$ cat config.mk
export PLATFORM = sky130hd
export DESIGN_NAME = mem_wb_stage_flat
export DESIGN_NICKNAME = d
export VERILOG_FILES = /design/src/rtl/cpu_pkg.sv /design/src/rtl/mem_wb_stage_if.sv /design/src/rtl/mem_wb_stage_load_align.sv /design/src/rtl/mem_wb_stage.sv /design/src/flat_wrapper.sv
export SDC_FILE = /design/constraint.sdc
export NUM_CORES = 1
export LEC_CHECK = 0
export CAP_MARGIN = 30
export CORE_ASPECT_RATIO = 0.5
export CORE_UTILIZATION = 38
export CTS_CLUSTER_DIAMETER = 30
export DETAILED_ROUTE_END_ITERATION = 12
export PLACE_DENSITY = 0.76
export SLEW_MARGIN = 15
export SYNTH_ARGS = -nofsm -noshare
export SYNTH_HDL_FRONTEND = slang
export SYNTH_SLANG_ARGS = --single-unit
$ cat constraint.sdc
create_clock -name clk -period 1.8 [get_ports clk]
set_input_delay 0.18 -clock clk [delete_from_list [all_inputs] [get_ports clk]]
set_output_delay 0.18 -clock clk [all_outputs]
set_load 0.05 [all_outputs]
$ cat src/rtl/cpu_pkg.sv
// Shared CPU constants for the write-back path.
//   WBSEL_* : write-back source select encodings (11 is reserved and behaves as ALU)
//   LD_*    : load type encodings (unlisted codes behave as LW)
package cpu_pkg;
    localparam logic [1:0] WBSEL_ALU  = 2'b00;
    localparam logic [1:0] WBSEL_LOAD = 2'b01;
    localparam logic [1:0] WBSEL_PC4  = 2'b10;

    localparam logic [2:0] LD_LW  = 3'd0;
    localparam logic [2:0] LD_LH  = 3'd1;
    localparam logic [2:0] LD_LHU = 3'd2;
    localparam logic [2:0] LD_LB  = 3'd3;
    localparam logic [2:0] LD_LBU = 3'd4;
endpackage

$ cat src/rtl/mem_wb_stage_if.sv
// MEM -> WB stage bundle.
//   master : MEM stage / pipeline control side, drives everything
//   slave  : write-back stage, samples everything
// Signals: mem_valid, mem_regwr, mem_rd, mem_wbsel, mem_alu_res, mem_pc4,
//          mem_rdata, mem_ldtype, wb_stall, wb_flush.
interface mem_wb_stage_if
    import cpu_pkg::*;
#(
    parameter int DW = 32
);
    logic          mem_valid;
    logic          mem_regwr;
    logic [4:0]    mem_rd;
    logic [1:0]    mem_wbsel;
    logic [DW-1:0] mem_alu_res;
    logic [DW-1:0] mem_pc4;
    logic [DW-1:0] mem_rdata;
    logic [2:0]    mem_ldtype;
    logic          wb_stall;
    logic          wb_flush;

    modport master (
        output mem_valid, mem_regwr, mem_rd, mem_wbsel, mem_alu_res,
               mem_pc4, mem_rdata, mem_ldtype, wb_stall, wb_flush
    );

    modport slave (
        input  mem_valid, mem_regwr, mem_rd, mem_wbsel, mem_alu_res,
               mem_pc4, mem_rdata, mem_ldtype, wb_stall, wb_flush
    );
endinterface

$ cat src/rtl/mem_wb_stage_load_align.sv
// Combinational load alignment: picks the addressed byte/half out of the raw
// little-endian memory word, sign- or zero-extends it, and flags misaligned
// accesses.
//   rdata      : raw aligned word from data memory
//   addr       : low two bits of the effective address
//   ldtype     : load type (cpu_pkg LD_*)
//   data       : extended load value
//   misaligned : LW with addr != 0, or LH/LHU with addr[0] set
module load_align
    import cpu_pkg::*;
#(
    parameter int DW = 32
) (
    input  logic [DW-1:0] rdata,
    input  logic [1:0]    addr,
    input  logic [2:0]    ldtype,
    output logic [DW-1:0] data,
    output logic          misaligned
);
    logic signed [7:0]  byte_sel;
    logic signed [15:0] half_sel;

    function automatic logic [DW-1:0] sext8(input logic signed [7:0] b);
        return {{(DW-8){b[7]}}, b};
    endfunction

    function automatic logic [DW-1:0] zext8(input logic signed [7:0] b);
        return {{(DW-8){1'b0}}, b};
    endfunction

    function automatic logic [DW-1:0] sext16(input logic signed [15:0] h);
        return {{(DW-16){h[15]}}, h};
    endfunction

    function automatic logic [DW-1:0] zext16(input logic signed [15:0] h);
        return {{(DW-16){1'b0}}, h};
    endfunction

    always_comb begin
        case (addr)
            2'd0:    byte_sel = rdata[7:0];
            2'd1:    byte_sel = rdata[15:8];
            2'd2:    byte_sel = rdata[23:16];
            default: byte_sel = rdata[31:24];
        endcase
        half_sel = addr[1] ? rdata[31:16] : rdata[15:0];
    end

    always_comb begin
        data       = rdata;
        misaligned = 1'b0;
        case (ldtype)
            LD_LH: begin
                data       = sext16(half_sel);
                misaligned = addr[0];
            end
            LD_LHU: begin
                data       = zext16(half_sel);
                misaligned = addr[0];
            end
            LD_LB:  data = sext8(byte_sel);
            LD_LBU: data = zext8(byte_sel);
            default: begin
                data       = rdata;
                misaligned = |addr;
            end
        endcase
    end
endmodule

$ cat src/rtl/mem_wb_stage.sv
// MEM/WB pipeline register and write-back stage.
//   clk, rst     : clock and synchronous active-low reset
//   mem          : MEM-stage instruction plus wb_stall / wb_flush (slave side)
//   RFWr/A3/WD   : register-file write port, asserted once per entry
//   fwd_*        : forwarding tap, valid for as long as the entry is held
//   exc_misalign : one-cycle pulse when a misaligned load is dropped
//   retire_cnt   : retired-instruction counter, wraps modulo 2^CNT_W
module mem_wb_stage
    import cpu_pkg::*;
#(
    parameter int DW    = 32,
    parameter int CNT_W = 32
) (
    input  logic              clk,
    input  logic              rst,
    mem_wb_stage_if.slave     mem,
    output logic              RFWr,
    output logic [4:0]        A3,
    output logic [DW-1:0]     WD,
    output logic              fwd_valid,
    output logic [4:0]        fwd_rd,
    output logic [DW-1:0]     fwd_data,
    output logic              exc_misalign,
    output logic [CNT_W-1:0]  retire_cnt
);
    logic [DW-1:0] ld_data;
    logic          ld_mis;
    logic [DW-1:0] wd_in;
    logic          mis_in;

    logic          v_p1;
    logic          wr_p1;
    logic [4:0]    rd_p1;
    logic [DW-1:0] wd_p1;
    logic          mis_p1;
    logic          done_p1;

    load_align #(.DW(DW)) u_load_align (
        .rdata      (mem.mem_rdata),
        .addr       (mem.mem_alu_res[1:0]),
        .ldtype     (mem.mem_ldtype),
        .data       (ld_data),
        .misaligned (ld_mis)
    );

    // Alignment only matters for instructions that actually take load data.
    always_comb begin
        mis_in = (mem.mem_wbsel == WBSEL_LOAD) && ld_mis;
        case (mem.mem_wbsel)
            WBSEL_LOAD: wd_in = ld_data;
            WBSEL_PC4:  wd_in = mem.mem_pc4;
            default:    wd_in = mem.mem_alu_res;
        endcase
    end

    // ---- MEM / WB stage boundary ----
    always_ff @(posedge clk) begin
        if (!rst) begin
            v_p1    <= 1'b0;
            wr_p1   <= 1'b0;
            rd_p1   <= '0;
            wd_p1   <= '0;
            mis_p1  <= 1'b0;
            done_p1 <= 1'b0;
        end else if (mem.wb_flush) begin
            v_p1    <= 1'b0;
            wr_p1   <= 1'b0;
            mis_p1  <= 1'b0;
            done_p1 <= 1'b0;
        end else if (mem.wb_stall) begin
            // A held entry has been presented once; block further writes.
            done_p1 <= v_p1;
        end else begin
            v_p1    <= mem.mem_valid;
            wr_p1   <= mem.mem_regwr && (mem.mem_rd != 5'd0) && !mis_in;
            rd_p1   <= mem.mem_rd;
            wd_p1   <= wd_in;
            mis_p1  <= mis_in;
            done_p1 <= 1'b0;
        end
    end

    always_ff @(posedge clk) begin
        if (!rst)
            retire_cnt <= '0;
        else if (v_p1 && !done_p1)
            retire_cnt <= retire_cnt + CNT_W'(1);
    end

    assign RFWr         = v_p1 && wr_p1 && !done_p1;
    assign A3           = rd_p1;
    assign WD           = wd_p1;
    assign fwd_valid    = v_p1 && wr_p1;
    assign fwd_rd       = rd_p1;
    assign fwd_data     = wd_p1;
    assign exc_misalign = v_p1 && mis_p1 && !done_p1;
endmodule

$ cat src/flat_wrapper.sv
// flat-port wrapper written by rule: the top's interface ports become plain ports
module mem_wb_stage_flat import cpu_pkg::*;
#(
    parameter int DW    = 32,
    parameter int CNT_W = 32
)
  (clk, rst, RFWr, A3, WD, fwd_valid, fwd_rd, fwd_data, exc_misalign, retire_cnt, mem_mem_valid, mem_mem_regwr, mem_mem_rd, mem_mem_wbsel, mem_mem_alu_res, mem_mem_pc4, mem_mem_rdata, mem_mem_ldtype, mem_wb_stall, mem_wb_flush);
  mem_wb_stage_if #(.DW(DW)) mem_i ();
  input  logic clk;
  input  logic rst;
  output logic RFWr;
  output logic [4:0] A3;
  output logic [DW-1:0] WD;
  output logic fwd_valid;
  output logic [4:0] fwd_rd;
  output logic [DW-1:0] fwd_data;
  output logic exc_misalign;
  output logic [CNT_W-1:0] retire_cnt;
  input wire logic [$bits(mem_i.mem_valid)-1:0] mem_mem_valid;
  input wire logic [$bits(mem_i.mem_regwr)-1:0] mem_mem_regwr;
  input wire logic [$bits(mem_i.mem_rd)-1:0] mem_mem_rd;
  input wire logic [$bits(mem_i.mem_wbsel)-1:0] mem_mem_wbsel;
  input wire logic [$bits(mem_i.mem_alu_res)-1:0] mem_mem_alu_res;
  input wire logic [$bits(mem_i.mem_pc4)-1:0] mem_mem_pc4;
  input wire logic [$bits(mem_i.mem_rdata)-1:0] mem_mem_rdata;
  input wire logic [$bits(mem_i.mem_ldtype)-1:0] mem_mem_ldtype;
  input wire logic [$bits(mem_i.wb_stall)-1:0] mem_wb_stall;
  input wire logic [$bits(mem_i.wb_flush)-1:0] mem_wb_flush;
  assign mem_i.mem_valid = mem_mem_valid;
  assign mem_i.mem_regwr = mem_mem_regwr;
  assign mem_i.mem_rd = mem_mem_rd;
  assign mem_i.mem_wbsel = mem_mem_wbsel;
  assign mem_i.mem_alu_res = mem_mem_alu_res;
  assign mem_i.mem_pc4 = mem_mem_pc4;
  assign mem_i.mem_rdata = mem_mem_rdata;
  assign mem_i.mem_ldtype = mem_mem_ldtype;
  assign mem_i.wb_stall = mem_wb_stall;
  assign mem_i.wb_flush = mem_wb_flush;
  mem_wb_stage #(.DW(DW), .CNT_W(CNT_W)) u_core (.clk(clk), .rst(rst), .mem(mem_i), .RFWr(RFWr), .A3(A3), .WD(WD), .fwd_valid(fwd_valid), .fwd_rd(fwd_rd), .fwd_data(fwd_data), .exc_misalign(exc_misalign), .retire_cnt(retire_cnt));
endmodule
==> flow_summary.json <==
{
  "clk_latency_ps": 340,
  "fin_cells": 978,
  "drc": 0,
  "routabilityCongestion": 0.931,
  "hold_path_class": "input port to register",
  "hold_end": "u_core.v_p1$_SDFFE_PP0N_",
  "max_clock_freq_ghz": 0.568,
  "antenna_left": 0,
  "period_share": 0.978,
  "rsz0062_at_grt": "yes",
  "root_buffer": "clkbuf_16",
  "fin_crit_ps": 1760,
  "crit_type": "register to register",
  "synth_top_area_share": 0.313,
  "min-delay-start": "mem_mem_valid",
  "grt_usage": 0.240,
  "synth_nets": 711,
  "grt_pass1_wl_um": 24200,
  "power_density_mw_per_mm2": 686,
  "ys.flop_type": "dfxtp_1",
  "core_mm2": 0.0119,
  "n_fill_cell": 1008,
  "r2r_end": "u_core.retire_cnt[26]$_SDFFE_PN0P_",
  "drt-pass1-iter-count": 5,
  "io_pins": 221,
  "drv_slew": 0,
  "vias": 5064,
  "htree_levels": 3,
  "grt_start_max_net_pins": 49,
  "worst_slew_pin_slew_ps": 606,
  "reg2reg_depth": 5,
  "ys.warnings.count": 0,
  "rows": 28,
  "dp.cells": 957,
  "ys_seq_elements": 73,
  "layout_commonest_cell": "clkdlybuf4s50_1",
  "drive_gt1_frac": 0.155,
  "area_growth_pct": 63.4,
  "cts.path.max_buffers": 2,
  "wl_um": 15500,
  "die_h_um": 80.4,
  "cpPeakStageDelay_ps": 580,
  "outcome": "completed",
  "cts_tree": "yes",
  "vdd_ir_drop_max_mv": 0.500,
  "die_w_um": 159,
  "multi_input_area_mm2": 0.00273,
  "layout_common_cells": "clkdlybuf4s50_1, buf_4, dfxtp_1, a21oi_1, nand2_1",
  "syn_avg_cell_area_um2": 7.84,
  "skew_ps": 7.27,
  "netlist_instances": 596,
  "nets": 923,
  "crit_family": "simple AND/OR/NAND/NOR gates",
  "finalSetupViolCount": 0,
  "antenna_found_initial": 0,
  "initial_utilization": 0.392,
  "port_buffers": 220,
  "yosys-top-cells-area": "dfxtp_1, buf_4, a21oi_1, and2_1, o21ai_1",
  "path_clk_slew_ps": 60,
  "drv_cap": 0,
  "dr.first_iter.drc_count": 272,
  "grt_overflow": 0,
  "utilization": 0.641,
  "slew_headroom": 0.595,
  "reg2reg_setup_slack_ps": 40,
  "antennaDiodeCount": 0,
  "synth.distinct_cells": 55,
  "cts_buffers": 9,
  "startpoint_type": "register",
  "grt_pass1_vias": 4787,
  "dieArea_mm2": 0.0128,
  "crit_path_end_kind": "register",
  "min_path_cells": 3,
  "clock-sinks": 73,
  "p_leak_nw": 3.12,
  "register_area_mm2": 0.00151,
  "synth_top_area_cell": "dfxtp_1",
  "ys_seq_area_frac": 0.313,
  "via_per_inst": 5.18,
  "cp.required_ps": 2030,
  "crit_buf_inv": 0,
  "cts_hold_buf": 0,
  "cp.arrival_ps": 1990,
  "worstReg2RegStart": "u_core.retire_cnt[17]$_SDFFE_PN0P_",
  "ys_async_sr_fraction": 0,
  "dpl.hpwl_um": 11900,
  "path_cells": "nand4_4, or4_4, nor4_2, xor2_1, and2_1",
  "synth_edf_count": 0,
  "hold_violations": 0,
  "synthesis.area_mm2": 0.00467,
  "slowest_stage": "or4_4",
  "wl_per_cell_um": 15.9,
  "cp_max_fo": 5
}
synth_stat cells, drive strengths merged (13+ instances only):
cell    instances
nor2           32
inv            31
and2           32
a211oi         22
a221o          14
nand2          41
xor2           13
xnor2          17
dfxtp          73
a22o           16
buf            46
clkbuf         29
o21ai          54
a21oi          47
nand3          24
sequential cells by signal, indices dropped and copies added (netlist names):
| signal | count |
|---|---|
| u_core.done_p1 | 1 |
| u_core.retire_cnt | 32 |
| u_core.wr_p1 | 1 |
| u_core.A3 | 5 |
| u_core.v_p1 | 1 |
| u_core.WD | 32 |
| u_core.mis_p1 | 1 |
tightest hold or removal path: cells and delay by family:
family | cells | cell delay, ps
buffers and inverters | 1 | 400
AND/OR/NAND/NOR | 1 | 70
AO/OA/AOI/OAI | 1 | 60
per-stage QoR:
step | setup WS [ps] | power (mW) | instance area [um^2] | TNS (ps) | hold slack [ps]
floorplan | 4.92 | 2.56 | 4730 | 0 | 325
global placement | -328 | 3.14 | 7170 | -7090 | 454
detailed placement | -404 | 3.16 | 7170 | -8360 | 464
CTS | 12.3 | 5.25 | 7520 | 0 | 422
global route | -34.5 | 5.44 | 7630 | -103 | 442
finish | 39.2 | 5.24 | 7630 | 0 | 431
how the worst max path moves through the flow:
| stage | start | cells after the start | endpoint |
|---|---|---|---|
| 2_1_floorplan | u_core.retire_cnt[7]$_SDFFE_PN0P_ | 5 | u_core.retire_cnt[31]$_SDFFE_PN0P_ |
| 4_1_cts | u_core.retire_cnt[13]$_SDFFE_PN0P_ | 2 | retire_cnt[13] |
| 6_report | u_core.retire_cnt[17]$_SDFFE_PN0P_ | 5 | u_core.retire_cnt[26]$_SDFFE_PN0P_ |
| 3_3_place_gp | mem_mem_alu_res[1] | 8 | u_core.WD[4]$_SDFFE_PN0P_ |
| 5_1_grt | u_core.retire_cnt[17]$_SDFFE_PN0P_ | 5 | u_core.retire_cnt[26]$_SDFFE_PN0P_ |
| 3_5_place_dp | mem_mem_alu_res[1] | 8 | u_core.WD[6]$_SDFFE_PN0P_ |
report_power, final:
group	internal, mW	switching, mW	leakage [nW]
Sequential	1.66	0.0473	0.607
Clock	1.36	0.728	0.159
Combinational	0.639	0.806	2.36
Total	3.66	1.58	3.12
logic make-up after synthesis:
group	after synthesis	share of synthesized area
AO/OA/AOI/OAI	173	0.237
XOR/XNOR	30	0.0562
adder cells (fa/ha/maj)	4	0.0102
buffers and inverters	108	0.119
flip-flops	73	0.313
multiplexers	13	0.0284
AND/OR/NAND/NOR	195	0.236
final cells by class:
cell class	count	share of cell area
clock buffers	10	0.0300
inverters	33	0.0162
flip-flops and latches	73	0.198
clock inverters	6	0.0149
well taps	165	0.0270
multi-input cells	415	0.358
repair buffers	276	0.356
metal layers:
metal,GRT usage,routed length [um]
met4,0.0932,399
met5,0,0
met3,0.0501,935
met1,0.291,6570
met2,0.422,7610
timing repair:
action / in CTS / in global routing
gates cloned: 0 / 0
gates resized for setup: 2 / 16
setup endpoints to repair: 1 / 38
buffers inserted: 0 / 5
Power figures use the tool's default switching activity.
==> variant 1: new RTL, same settings <==
`DW` is set to 32 in 4 places; all go to 36.
--- a/src/rtl/mem_wb_stage_if.sv
+++ b/src/rtl/mem_wb_stage_if.sv
@@ -6,7 +6,7 @@
 interface mem_wb_stage_if
     import cpu_pkg::*;
 #(
-    parameter int DW = 32
+    parameter int DW = 36
 );
     logic          mem_valid;
     logic          mem_regwr;
--- a/src/rtl/mem_wb_stage_load_align.sv
+++ b/src/rtl/mem_wb_stage_load_align.sv
@@ -9,7 +9,7 @@
 module load_align
     import cpu_pkg::*;
 #(
-    parameter int DW = 32
+    parameter int DW = 36
 ) (
     input  logic [DW-1:0] rdata,
     input  logic [1:0]    addr,
--- a/src/rtl/mem_wb_stage.sv
+++ b/src/rtl/mem_wb_stage.sv
@@ -8,7 +8,7 @@
 module mem_wb_stage
     import cpu_pkg::*;
 #(
-    parameter int DW    = 32,
+    parameter int DW    = 36,
     parameter int CNT_W = 32
 ) (
     input  logic              clk,
--- a/src/flat_wrapper.sv
+++ b/src/flat_wrapper.sv
@@ -1,7 +1,7 @@
 // flat-port wrapper written by rule: the top's interface ports become plain ports
 module mem_wb_stage_flat import cpu_pkg::*;
 #(
-    parameter int DW    = 32,
+    parameter int DW    = 36,
     parameter int CNT_W = 32
 )
   (clk, rst, RFWr, A3, WD, fwd_valid, fwd_rd, fwd_data, exc_misalign, retire_cnt, mem_mem_valid, mem_mem_regwr, mem_mem_rd, mem_mem_wbsel, mem_mem_alu_res, mem_mem_pc4, mem_mem_rdata, mem_mem_ldtype, mem_wb_stall, mem_wb_flush);
Interface: changed (5 resized); port bits go from 221 to 241. The function was not compared with the original's and may differ.
==> variant 1 against the original RTL <==
- wire length is 12% higher
- cell count rose by 5.2%
- first-iteration DRC count up 59%
- highest routed layer unchanged
- total power down 0.86%
- largest power group is now registers
- worst setup slack better by 0.022 ns
- area after synthesis grew 7.2%
- cell area grew 6.1%
- sequential cell count grew 4
- worst hold slack got worse by 0.14 ns
- largest cell class is now non-clock buffers
- critical path type is now flip-flop to output port
==> variant 1: results <==
INSERT INTO impl_metrics (metric_group, metric, value, unit) VALUES
('logic_synthesis', 'synthTopCellsByArea', 'sky130_fd_sc_hd__dfxtp_1 31%, sky130_fd_sc_hd__o21ai_0 6.3%, sky130_fd_sc_hd__buf_4 6.3%, sky130_fd_sc_hd__nand2_1 5.8%, sky130_fd_sc_hd__xnor2_1 4.4%', ''),
('grt', 'wire_length_of_the_first_global_routing_pass', '27300', 'um'),
('cells_and_area', 'drive_above_1_share', '15.5', '%'),
('pwr', 'leakage_component_of_the_power', '3.15', 'nW'),
('pwr', 'pg_clk', '1.78', 'mW'),
('grt', 'use_met2', '43.8', '%'),
('logic_synthesis', 'synth.area.mux_share', '6.19', '%'),
('pwr', 'switching_share', '33.6', '%'),
('routing', 'met1_length', '7400', 'um'),
('worst_setup_path', 'r2r_slack', '0.09', 'ns'),
('run_status', 'status', 'complete, no violations', ''),
('cells_and_area', 'clock_area_share', '3.54', '%'),
('worst_setup_path', 'cp_data_arrival_time', '1.56', 'ns'),
('timing', 'timing.max_slew.rel_slack', '61.6', '%'),
('worst_setup_path', 'path_delay_family', 'buffers and inverters', ''),
('timing', 'hold_slack', '0.288', 'ns'),
('min_path', 'hold_start', 'rst', ''),
('logic_synthesis', 'netlist-cell-type-count', '58', ''),
('worst_setup_path', 'critPathLaunch', 'u_core.retire_cnt[14]', ''),
('cells_and_area', 'multi_input_area_share', '36.9', '%');
variant 1: through the flow:
| step | util [%] | setup TNS (ns) | std cells | cell area (um^2) | setup slack (ns) |
|---|---|---|---|---|---|
| final | 63.4 | 0 | 1029 | 8100 | 0.0615 |
| after global routing | 63.4 | 0 | 1029 | 8100 | 0.00759 |
| after CTS | 63.2 | 0 | 1027 | 8070 | 0.0169 |
| after detailed placement | 60.9 | -8.77 | 1011 | 7780 | -0.269 |
| after global placement | 60.9 | -6.79 | 1011 | 7780 | -0.253 |
| after floorplan | - | 0 | 621 | 5070 | 0.000829 |
variant 1: worst min-delay path, cell delays in order:
cell and delay, ns:
sky130_fd_sc_hd__buf_2 0.12, sky130_fd_sc_hd__nand2_1 0.06, sky130_fd_sc_hd__a21oi_1 0.04, sky130_fd_sc_hd__a22o_1 0.18
variant 1: what timing repair did:
| item | CTS | global route |
|---|---|---|
| endpoints found under the hold margin | 0 | 0 |
| setup endpoints to repair | 0 | 32 |
| resized for setup | 0 | 5 |
| buffers inserted | 0 | 2 |
==> variant 2: new RTL, same settings <==
Without the edit above. Put one more register stage on the output `retire_cnt`, with the module's reset. The value now appears one clock later. The other outputs are not delayed to match.
--- a/src/rtl/mem_wb_stage.sv
+++ b/src/rtl/mem_wb_stage.sv
@@ -23,6 +23,8 @@
     output logic              exc_misalign,
     output logic [CNT_W-1:0]  retire_cnt
 );
+
+    logic [CNT_W-1:0] retire_cnt_s0;
     logic [DW-1:0] ld_data;
     logic          ld_mis;
     logic [DW-1:0] wd_in;
@@ -82,9 +84,9 @@
 
     always_ff @(posedge clk) begin
         if (!rst)
-            retire_cnt <= '0;
+            retire_cnt_s0 <= '0;
         else if (v_p1 && !done_p1)
-            retire_cnt <= retire_cnt + CNT_W'(1);
+            retire_cnt_s0 <= retire_cnt_s0 + CNT_W'(1);
     end
 
     assign RFWr         = v_p1 && wr_p1 && !done_p1;
@@ -94,5 +96,13 @@
     assign fwd_rd       = rd_p1;
     assign fwd_data     = wd_p1;
     assign exc_misalign = v_p1 && mis_p1 && !done_p1;
+    always_ff @(posedge clk) begin
+        if (!rst) begin
+            retire_cnt <= '0;
+        end else begin
+            retire_cnt <= retire_cnt_s0;
+        end
+    end
+
 endmodule
 
Behaviour: not the same (Yosys sat finds a counterexample within 4 cycles, from zero or initial values and one cycle with rst low).
==> variant 2 against the original RTL <==
- cell area rose by 10%
- total power grew 12%
- sequential cell count is 32 higher
- area after synthesis up 19%
- maximum frequency grew 0.21%
- count of clock-buffer cells in the layout shrank 1
- clock skew grew 0.00065 ns
- worst setup slack better by 0.0037 ns
- die area up 18%
- wire length increased by 10%
- synthesized cell count rose by 10%
- critical endpoint is now fwd_data[30]
==> variant 2: results <==
INSERT INTO impl_metrics (metric_group, metric, value, unit) VALUES
('run_status', 'status', 'complete, no violations', ''),
('routing', 'post_drt_via_cell_ratio', '5.09', ''),
('logic_synthesis', 'synth_seq_area_share', '37.9', '%'),
('placed_design', 'detailedPlacementHpwl', '12900', 'um'),
('timing', 'hold_slack', '0.212', 'ns'),
('cells_and_area', 'drive_above_1_share', '13.4', '%'),
('worst_setup_path', 'path_delay_family', 'buffers and inverters', ''),
('logic_synthesis', 'synth_common_cells', '105 x sky130_fd_sc_hd__dfxtp_1, 57 x sky130_fd_sc_hd__and2_1, 47 x sky130_fd_sc_hd__a21oi_1', ''),
('logic_synthesis', 'syn-mean-instance-area', '8.43', 'um^2'),
('min_path', 'min_delay_worst_endpoint', 'u_core.A3[1]', ''),
('worst_setup_path', 'regToRegEndpoint', 'u_core.retire_cnt_s0[17]', ''),
('timing', 'fin_worst_skew', '0.00792', 'ns'),
('pwr', 'pg_clk', '1.95', 'mW'),
('logic_synthesis', 'synth_xor_area_share', '4.08', '%'),
('cells_and_area', 'nets', '984', ''),
('timing', 'tightest_slew', '0.553', 'ns'),
('worst_setup_path', 'worst_r2r_start', 'u_core.retire_cnt_s0[9]', ''),
('clock_tree', 'post_cts.resized_instances', '3', ''),
('worst_setup_path', 'critPathLaunch', 'u_core.WD[30]', ''),
('routing', 'drt-wirelength-per-cell', '16.1', 'um');
## variant 2: changes by cell type in the layout (fill, tap and decap cells not counted), sizes merged, moves of 4 or more
cell           unedited run  this run
dfxtp                    73       105
and2                     32        58
clkdlybuf4s50           206       214
nor2b                    10        18
mux2                      2         9
dlymetal6s2s              7         2
o21a                      4         0
xnor2                    17        13
## variant 2: cell type report
cell class                      count  area [um^2]  share of cell area, %
Multi-Input combinational cell    442         2910                   34.6
Timing Repair Buffer              280         2730                   32.5
Sequential cell                   105         2110                   25.1
Tap cell                          192          240                   2.86
Clock buffer                        9          225                   2.68
Inverter                           31          116                   1.38
Clock inverter                      7         72.6                  0.863
## variant 2: routing by layer
metal / global-route usage, % / up-vias / wire, um
met1: 26.6 / 2522 / 7210
met3: 5.24 / 33 / 1110
met4: 7.56 / 0 / 331
met2: 39.6 / 200 / 8480
li1: - / 2673 / -
met5: 0 / - / 0
